--- src/rtl/rpn_sequencer.sv ---
// rpn_sequencer: buffers RPN instructions in a small FIFO and issues each one
// to the stack calculator as a setup / strobe / hold sequence, checking stack
// depth first and reporting top-of-stack on END.
module rpn_sequencer #(
  parameter int FIFO_DEPTH = 4,
  parameter int DATA_W     = 16
) (
  input  logic                     clk,
  input  logic                     rst,
  input  logic                     in_valid,
  output logic                     in_ready,
  input  logic [2:0]               in_op,
  input  logic signed [DATA_W-1:0] in_data,
  output logic                     calc_step,
  output logic                     calc_push,
  output logic [1:0]               calc_op,
  output logic signed [DATA_W-1:0] calc_d,
  input  logic signed [DATA_W-1:0] calc_out,
  input  logic [9:0]               calc_cnt,
  output logic                     res_valid,
  output logic signed [DATA_W-1:0] res_data,
  output logic [9:0]               res_depth,
  output logic                     busy,
  output logic                     err,
  output logic [1:0]               err_code,
  input  logic                     err_clr
);

  localparam int AW = (FIFO_DEPTH > 1) ? $clog2(FIFO_DEPTH) : 1;
  localparam logic [AW:0] FULL_CNT = (AW+1)'(FIFO_DEPTH);
  localparam logic [9:0]  STACK_MAX = 10'd1023;

  localparam logic [2:0] OP_PUSH = 3'd0;
  localparam logic [2:0] OP_NEG  = 3'd1;
  localparam logic [2:0] OP_ADD  = 3'd2;
  localparam logic [2:0] OP_MUL  = 3'd3;
  localparam logic [2:0] OP_END  = 3'd4;

  localparam logic [1:0] ERR_UNDER   = 2'b01;
  localparam logic [1:0] ERR_OVER    = 2'b10;
  localparam logic [1:0] ERR_ILLEGAL = 2'b11;

  typedef enum logic [2:0] {
    S_IDLE, S_SETUP, S_STROBE, S_HOLD, S_REPORT, S_ERROR
  } state_t;

  state_t state, state_n;

  logic [2:0]               fifo_op  [FIFO_DEPTH];
  logic signed [DATA_W-1:0] fifo_dat [FIFO_DEPTH];
  logic [AW:0]              wr_ptr, rd_ptr, fifo_cnt, fifo_cnt_n;
  logic                     full, empty, push_en, pop_en, flush;
  logic [2:0]               head_op;
  logic signed [DATA_W-1:0] head_dat;

  logic [2:0]               cmd_op;
  logic signed [DATA_W-1:0] cmd_dat;
  logic [2:0]               sel_op;
  logic signed [DATA_W-1:0] sel_dat;

  logic                     drv_push;
  logic [1:0]               drv_op;
  logic signed [DATA_W-1:0] drv_d;
  logic [1:0]               code_n;

  assign fifo_cnt = wr_ptr - rd_ptr;
  assign full     = (fifo_cnt == FULL_CNT);
  assign empty    = (fifo_cnt == '0);
  assign head_op  = fifo_op[rd_ptr[AW-1:0]];
  assign head_dat = fifo_dat[rd_ptr[AW-1:0]];

  // Acceptance ignores a same-cycle pop, and is held off during reset and flush.
  assign in_ready = !full && !rst && !err_clr;
  assign push_en  = in_valid && in_ready;
  assign pop_en   = (state == S_IDLE) && !empty;
  assign flush    = (state == S_ERROR) && err_clr;

  // Instruction storage; contents need no reset, the pointers define validity.
  always_ff @(posedge clk) begin
    if (push_en) begin
      fifo_op[wr_ptr[AW-1:0]]  <= in_op;
      fifo_dat[wr_ptr[AW-1:0]] <= in_data;
    end
  end

  // FIFO pointers; a flush drops everything queued (no write can coincide).
  always_ff @(posedge clk or posedge rst) begin
    if (rst) begin
      wr_ptr <= '0;
      rd_ptr <= '0;
    end else if (flush) begin
      rd_ptr <= wr_ptr;
    end else begin
      if (push_en) wr_ptr <= wr_ptr + 1'b1;
      if (pop_en)  rd_ptr <= rd_ptr + 1'b1;
    end
  end

  // Command register captures the FIFO head as it is popped.
  always_ff @(posedge clk) begin
    if (pop_en) begin
      cmd_op  <= head_op;
      cmd_dat <= head_dat;
    end
  end

  // Next state, error code and next calculator drive.
  always_comb begin
    state_n  = state;
    code_n   = err_code;
    drv_push = 1'b0;
    drv_op   = 2'b00;
    drv_d    = '0;
    sel_op   = (state == S_IDLE) ? head_op  : cmd_op;
    sel_dat  = (state == S_IDLE) ? head_dat : cmd_dat;
    fifo_cnt_n = flush ? '0
               : fifo_cnt + {{AW{1'b0}}, push_en} - {{AW{1'b0}}, pop_en};

    case (state)
      S_IDLE: begin
        if (!empty) begin
          case (head_op)
            OP_PUSH: if (calc_cnt == STACK_MAX) begin
                       state_n = S_ERROR; code_n = ERR_OVER;
                     end else state_n = S_SETUP;
            OP_NEG:  if (calc_cnt == 10'd0) begin
                       state_n = S_ERROR; code_n = ERR_UNDER;
                     end else state_n = S_SETUP;
            OP_ADD, OP_MUL:
                     if (calc_cnt < 10'd2) begin
                       state_n = S_ERROR; code_n = ERR_UNDER;
                     end else state_n = S_SETUP;
            OP_END:  state_n = S_REPORT;
            default: begin state_n = S_ERROR; code_n = ERR_ILLEGAL; end
          endcase
        end
      end
      S_SETUP:  state_n = S_STROBE;
      S_STROBE: state_n = S_HOLD;
      S_HOLD:   state_n = S_IDLE;
      S_REPORT: state_n = S_IDLE;
      S_ERROR: begin
        if (err_clr) begin
          state_n = S_IDLE;
          code_n  = 2'b00;
        end
      end
      default:  state_n = S_IDLE;
    endcase

    if (state_n == S_SETUP || state_n == S_STROBE || state_n == S_HOLD) begin
      case (sel_op)
        OP_PUSH: begin drv_push = 1'b1; drv_d = sel_dat; end
        OP_NEG:  drv_op = 2'b01;
        OP_ADD:  drv_op = 2'b10;
        OP_MUL:  drv_op = 2'b11;
        default: drv_op = 2'b00;
      endcase
    end
  end

  // State register and registered outputs.
  always_ff @(posedge clk or posedge rst) begin
    if (rst) begin
      state     <= S_IDLE;
      calc_step <= 1'b0;
      calc_push <= 1'b0;
      calc_op   <= 2'b00;
      calc_d    <= '0;
      res_valid <= 1'b0;
      res_data  <= '0;
      res_depth <= '0;
      busy      <= 1'b0;
      err       <= 1'b0;
      err_code  <= 2'b00;
    end else begin
      state     <= state_n;
      calc_step <= (state_n == S_STROBE);
      calc_push <= drv_push;
      calc_op   <= drv_op;
      calc_d    <= drv_d;
      res_valid <= (state_n == S_REPORT);
      if (state == S_IDLE && state_n == S_REPORT) begin
        res_data  <= calc_out;
        res_depth <= calc_cnt;
      end
      busy      <= (state_n != S_IDLE) || (fifo_cnt_n != '0);
      err       <= (state_n == S_ERROR);
      err_code  <= code_n;
    end
  end

endmodule

--- config.mk ---
export PLATFORM = sky130hd
export DESIGN_NAME = rpn_sequencer
export DESIGN_NICKNAME = d
export VERILOG_FILES = /design/src/rtl/rpn_sequencer.sv
export SDC_FILE = /design/constraint.sdc
export NUM_CORES = 1
export LEC_CHECK = 0
export ABC_AREA = 1
export BUFFER_PORTS_ARGS = -buffer_cell sky130_fd_sc_hd__buf_4
export CORE_UTILIZATION = 51
export CTS_CLUSTER_DIAMETER = 100
export DETAILED_ROUTE_END_ITERATION = 6
export HOLD_SLACK_MARGIN = 0.03
export PLACE_DENSITY = 0.76
export SKIP_CTS_REPAIR_TIMING = 1
export SLEW_MARGIN = 25
export SYNTH_ARGS = -nofsm -noshare
export SYNTH_HDL_FRONTEND = slang
export SYNTH_SLANG_ARGS = --single-unit
--- constraint.sdc ---
create_clock -name clk -period 3.3 [get_ports clk]
set_clock_uncertainty 0.15 [all_clocks]
set_input_delay 0.165 -clock clk [delete_from_list [all_inputs] [get_ports clk]]
set_output_delay 0.165 -clock clk [all_outputs]
set_load 0.05 [all_outputs]
==> results.yml <==
status:
  status: "finished, final reports clean"
floorplanning:
  ios: 101
  die_area_um2: 13200
  core_um2: 12300
  die_y_um: 115
  initial_core_util_pct: 53.2
  num_rows: 40
  chipWidth_um: 115
power:
  p_leak_nw: 3.74
  peakVddDrop_mv: 0.460
  power_density_nw_per_um2: 1040
placement:
  place_area_um2: 7440
  port_buffers: 100
  gp_congestion: 0.848
  place_hpwl_mm: 8.74
route:
  ant_nets: 0
  wl_per_cell_um: 14.6
  via_per_inst: 5.04
  dr.pass1.iters: 5
  route.detailed.drc: 0
  drt-initial-drc-count: 376
  wl_mm: 13.7
  vias: 4718
yosys:
  syn_area_um2: 6520
  yosysWarningCount: 0
  ys_ff_latch: 155
  syn_inst: 601
  synth_top_area_share_pct: 43.7
  synth_cell_types: 38
  ys_top_cells_by_area: "edfxtp_1 (44%), dfrtp_1 (23%), nand2_1 (9.8%)"
  synth_nets: 660
  seq_area_frac_synth_pct: 66.7
  avgSynthCellArea_um2: 10.9
  yosysTopAreaCell: "edfxtp_1"
final_layout:
  finalNetCount: 815
  finalInstanceArea_um2: 8480
  syn_to_final_growth_pct: 30.0
  diodes: 0
  layout-drive-gt1-share_pct: 23.9
  n_fill_cell: 830
  mostFrequentLayoutCells: "nand2_1 (171), buf_4 (114), edfxtp_1 (95)"
  final_common_cell: "nand2_1"
worst_setup_path:
  cp.arrival_ns: 3.25
  worstPathMaxFanout: 4
  cp-start-kind: "flip-flop"
  timing.rr.start: "wr_ptr[0]"
  reg2reg_slack_ns: 0.20
  ff2ff_path_depth: 16
  required_ns: 3.45
  crit_type: "flip-flop to flip-flop"
  cp-end-kind: "flip-flop"
  cp-startpoint: "wr_ptr[0]"
  crit_end: "busy"
  r2r-end: "busy"
sta:
  fmax_mhz: 323
  worstMarginPinSlew_ns: 0.890
  setup_viol: 0
  relSlewSlack_pct: 40.6
  slew_viol_final: 0
  finalHoldViolCount: 0
  finalCriticalPeriod_ns: 3.10
  tns_ns: 0
  rsz0062_at_grt: "no"
  post-route-period-util_pct: 93.9
clock_network:
  root_buffer: "clkbuf_16"
  clkLatencyLatePin_ns: 0.43
  clock_path_buffers: 2
  cts.sinks: 155
  cts_max_level: 4
  clk_pin_slew_ns: 0.07
  cts_buffers: 17
  cts_tree: "done"
global_route:
  grt_remaining_overflow: 0
  antenna_found_initial: 0
  grt_start_max_net_pins: 44
  grt_pass1_vias: 4371
  grt_pass1_wl_mm: 21.0
  gr-usage-all-layers_pct: 21.2
hold_path:
  holdCritPathClass: "primary input to flip-flop"
run:
  drv_cap: 0
[through the flow]
step	power (W)	instances	setup slack [ns]	utilization (%)	hold WS [ns]
2_1_floorplan	0.00599	601	0.0222	-	0.114
3_3_place_gp	0.00684	859	0.253	60.7	0.215
3_5_place_dp	0.00697	859	0.141	60.7	0.219
4_1_cts	0.00884	891	0.148	65.4	-0.236
5_1_grt	0.00941	937	0.00255	69.2	0.0412
6_report	0.00885	937	0.202	69.2	0.0184
[worst min path at each step]
| stage | startpoint | to | slack, ns | depth (start not counted) |
|---|---|---|---|---|
| 6_report | err_clr | err | 0.02 | 4 |
| 2_1_floorplan | in_data[0] | fifo_dat[0][0] | 0.11 | 0 |
| 5_1_grt | err_clr | err | 0.04 | 4 |
| 4_1_cts | in_data[11] | fifo_dat[3][11] | -0.24 | 1 |
| 3_3_place_gp | in_data[3] | fifo_dat[0][3] | 0.21 | 1 |
| 3_5_place_dp | in_data[10] | fifo_dat[2][10] | 0.22 | 1 |
[routing by layer]
metal	share of wire [%]	routed length [µm]	track usage, %
met5	0	0	0
met1	44	5990	26.3
met3	6.9	939	5.85
met4	1.9	266	11.2
met2	47	6490	33.9
[synthesized netlist by cell type]
cell	n
nand2_4	3
nand3_2	2
buf_1	1
clkbuf_1	10
nand2_1	171
buf_2	2
nor3_2	1
o311ai_0	1
xor2_1	3
a21boi_0	1
o211ai_1	1
o21ai_4	1
o21ai_1	2
nor2_2	11
a21oi_4	1
edfxtp_1	95
dfrtp_1	60
nand3b_1	1
nand3_1	40
o21a_1	1
a21o_1	1
nand4_1	1
buf_4	6
nor3_1	2
or2_2	1
a21oi_1	2
nand2_2	7
ha_1	8
o21ai_0	39
inv_1	30
fa_1	2
inv_2	6
nor2_1	62
xnor2_1	2
buf_6	5
nor2_4	2
o22ai_1	16
o21bai_1	1
[cells by family after synthesis]
kind of cell    Yosys count  synth area share, %
flops                   155                 66.7
simple gates            304                 20.0
compound gates           67                 6.04
buf+inv                  60                 4.41
fa+ha+maj                10                 2.15
xor+xnor                  5                0.671
[area by class of cell]
| cell class | count | area, µm² | share of cell area [%] |
|---|---|---|---|
| well taps | 168 | 210 | 2.48 |
| repair buffers | 160 | 1320 | 15.5 |
| flip-flops and latches | 155 | 4350 | 51.3 |
| inverters | 36 | 135 | 1.59 |
| multi-input cells | 386 | 1890 | 22.2 |
| clock buffers | 17 | 425 | 5.02 |
| clock inverters | 15 | 154 | 1.81 |
[report_power, final]
group	leakage [nW]	internal (W)	total [W]	switching (W)
registers	1.64	0.00265	0.00285	0.000204
logic	1.83	0.00123	0.00416	0.00292
clock network	0.272	0.00100	0.00185	0.000845
total	3.74	0.00488	0.00885	0.00397
[flip-flops by register name, summed over array words and instances, names as in the netlist]
name / cells
fifo_dat: 64
state: 3
res_depth: 10
calc_step: 1
calc_push: 1
res_data: 16
rd_ptr: 3
busy: 1
res_valid: 1
wr_ptr: 3
err_code: 2
calc_op: 2
calc_d: 16
cmd_dat: 16
fifo_op: 12
cmd_op: 3
err: 1
[worst max-delay path, cell delays in order, from the launching register on]
cell	delay, ns
dfrtp_1	0.39
inv_1	0.12
ha_1	0.23
fa_1	0.52
nand2_1	0.09
inv_1	0.06
nand2_1	0.06
nand2_2	0.08
inv_2	0.04
ha_1	0.28
inv_1	0.06
ha_1	0.13
inv_1	0.05
fa_1	0.47
inv_1	0.03
o21ai_0	0.13
nand4_1	0.10
Note: power is estimated with default switching activity, not from simulation.
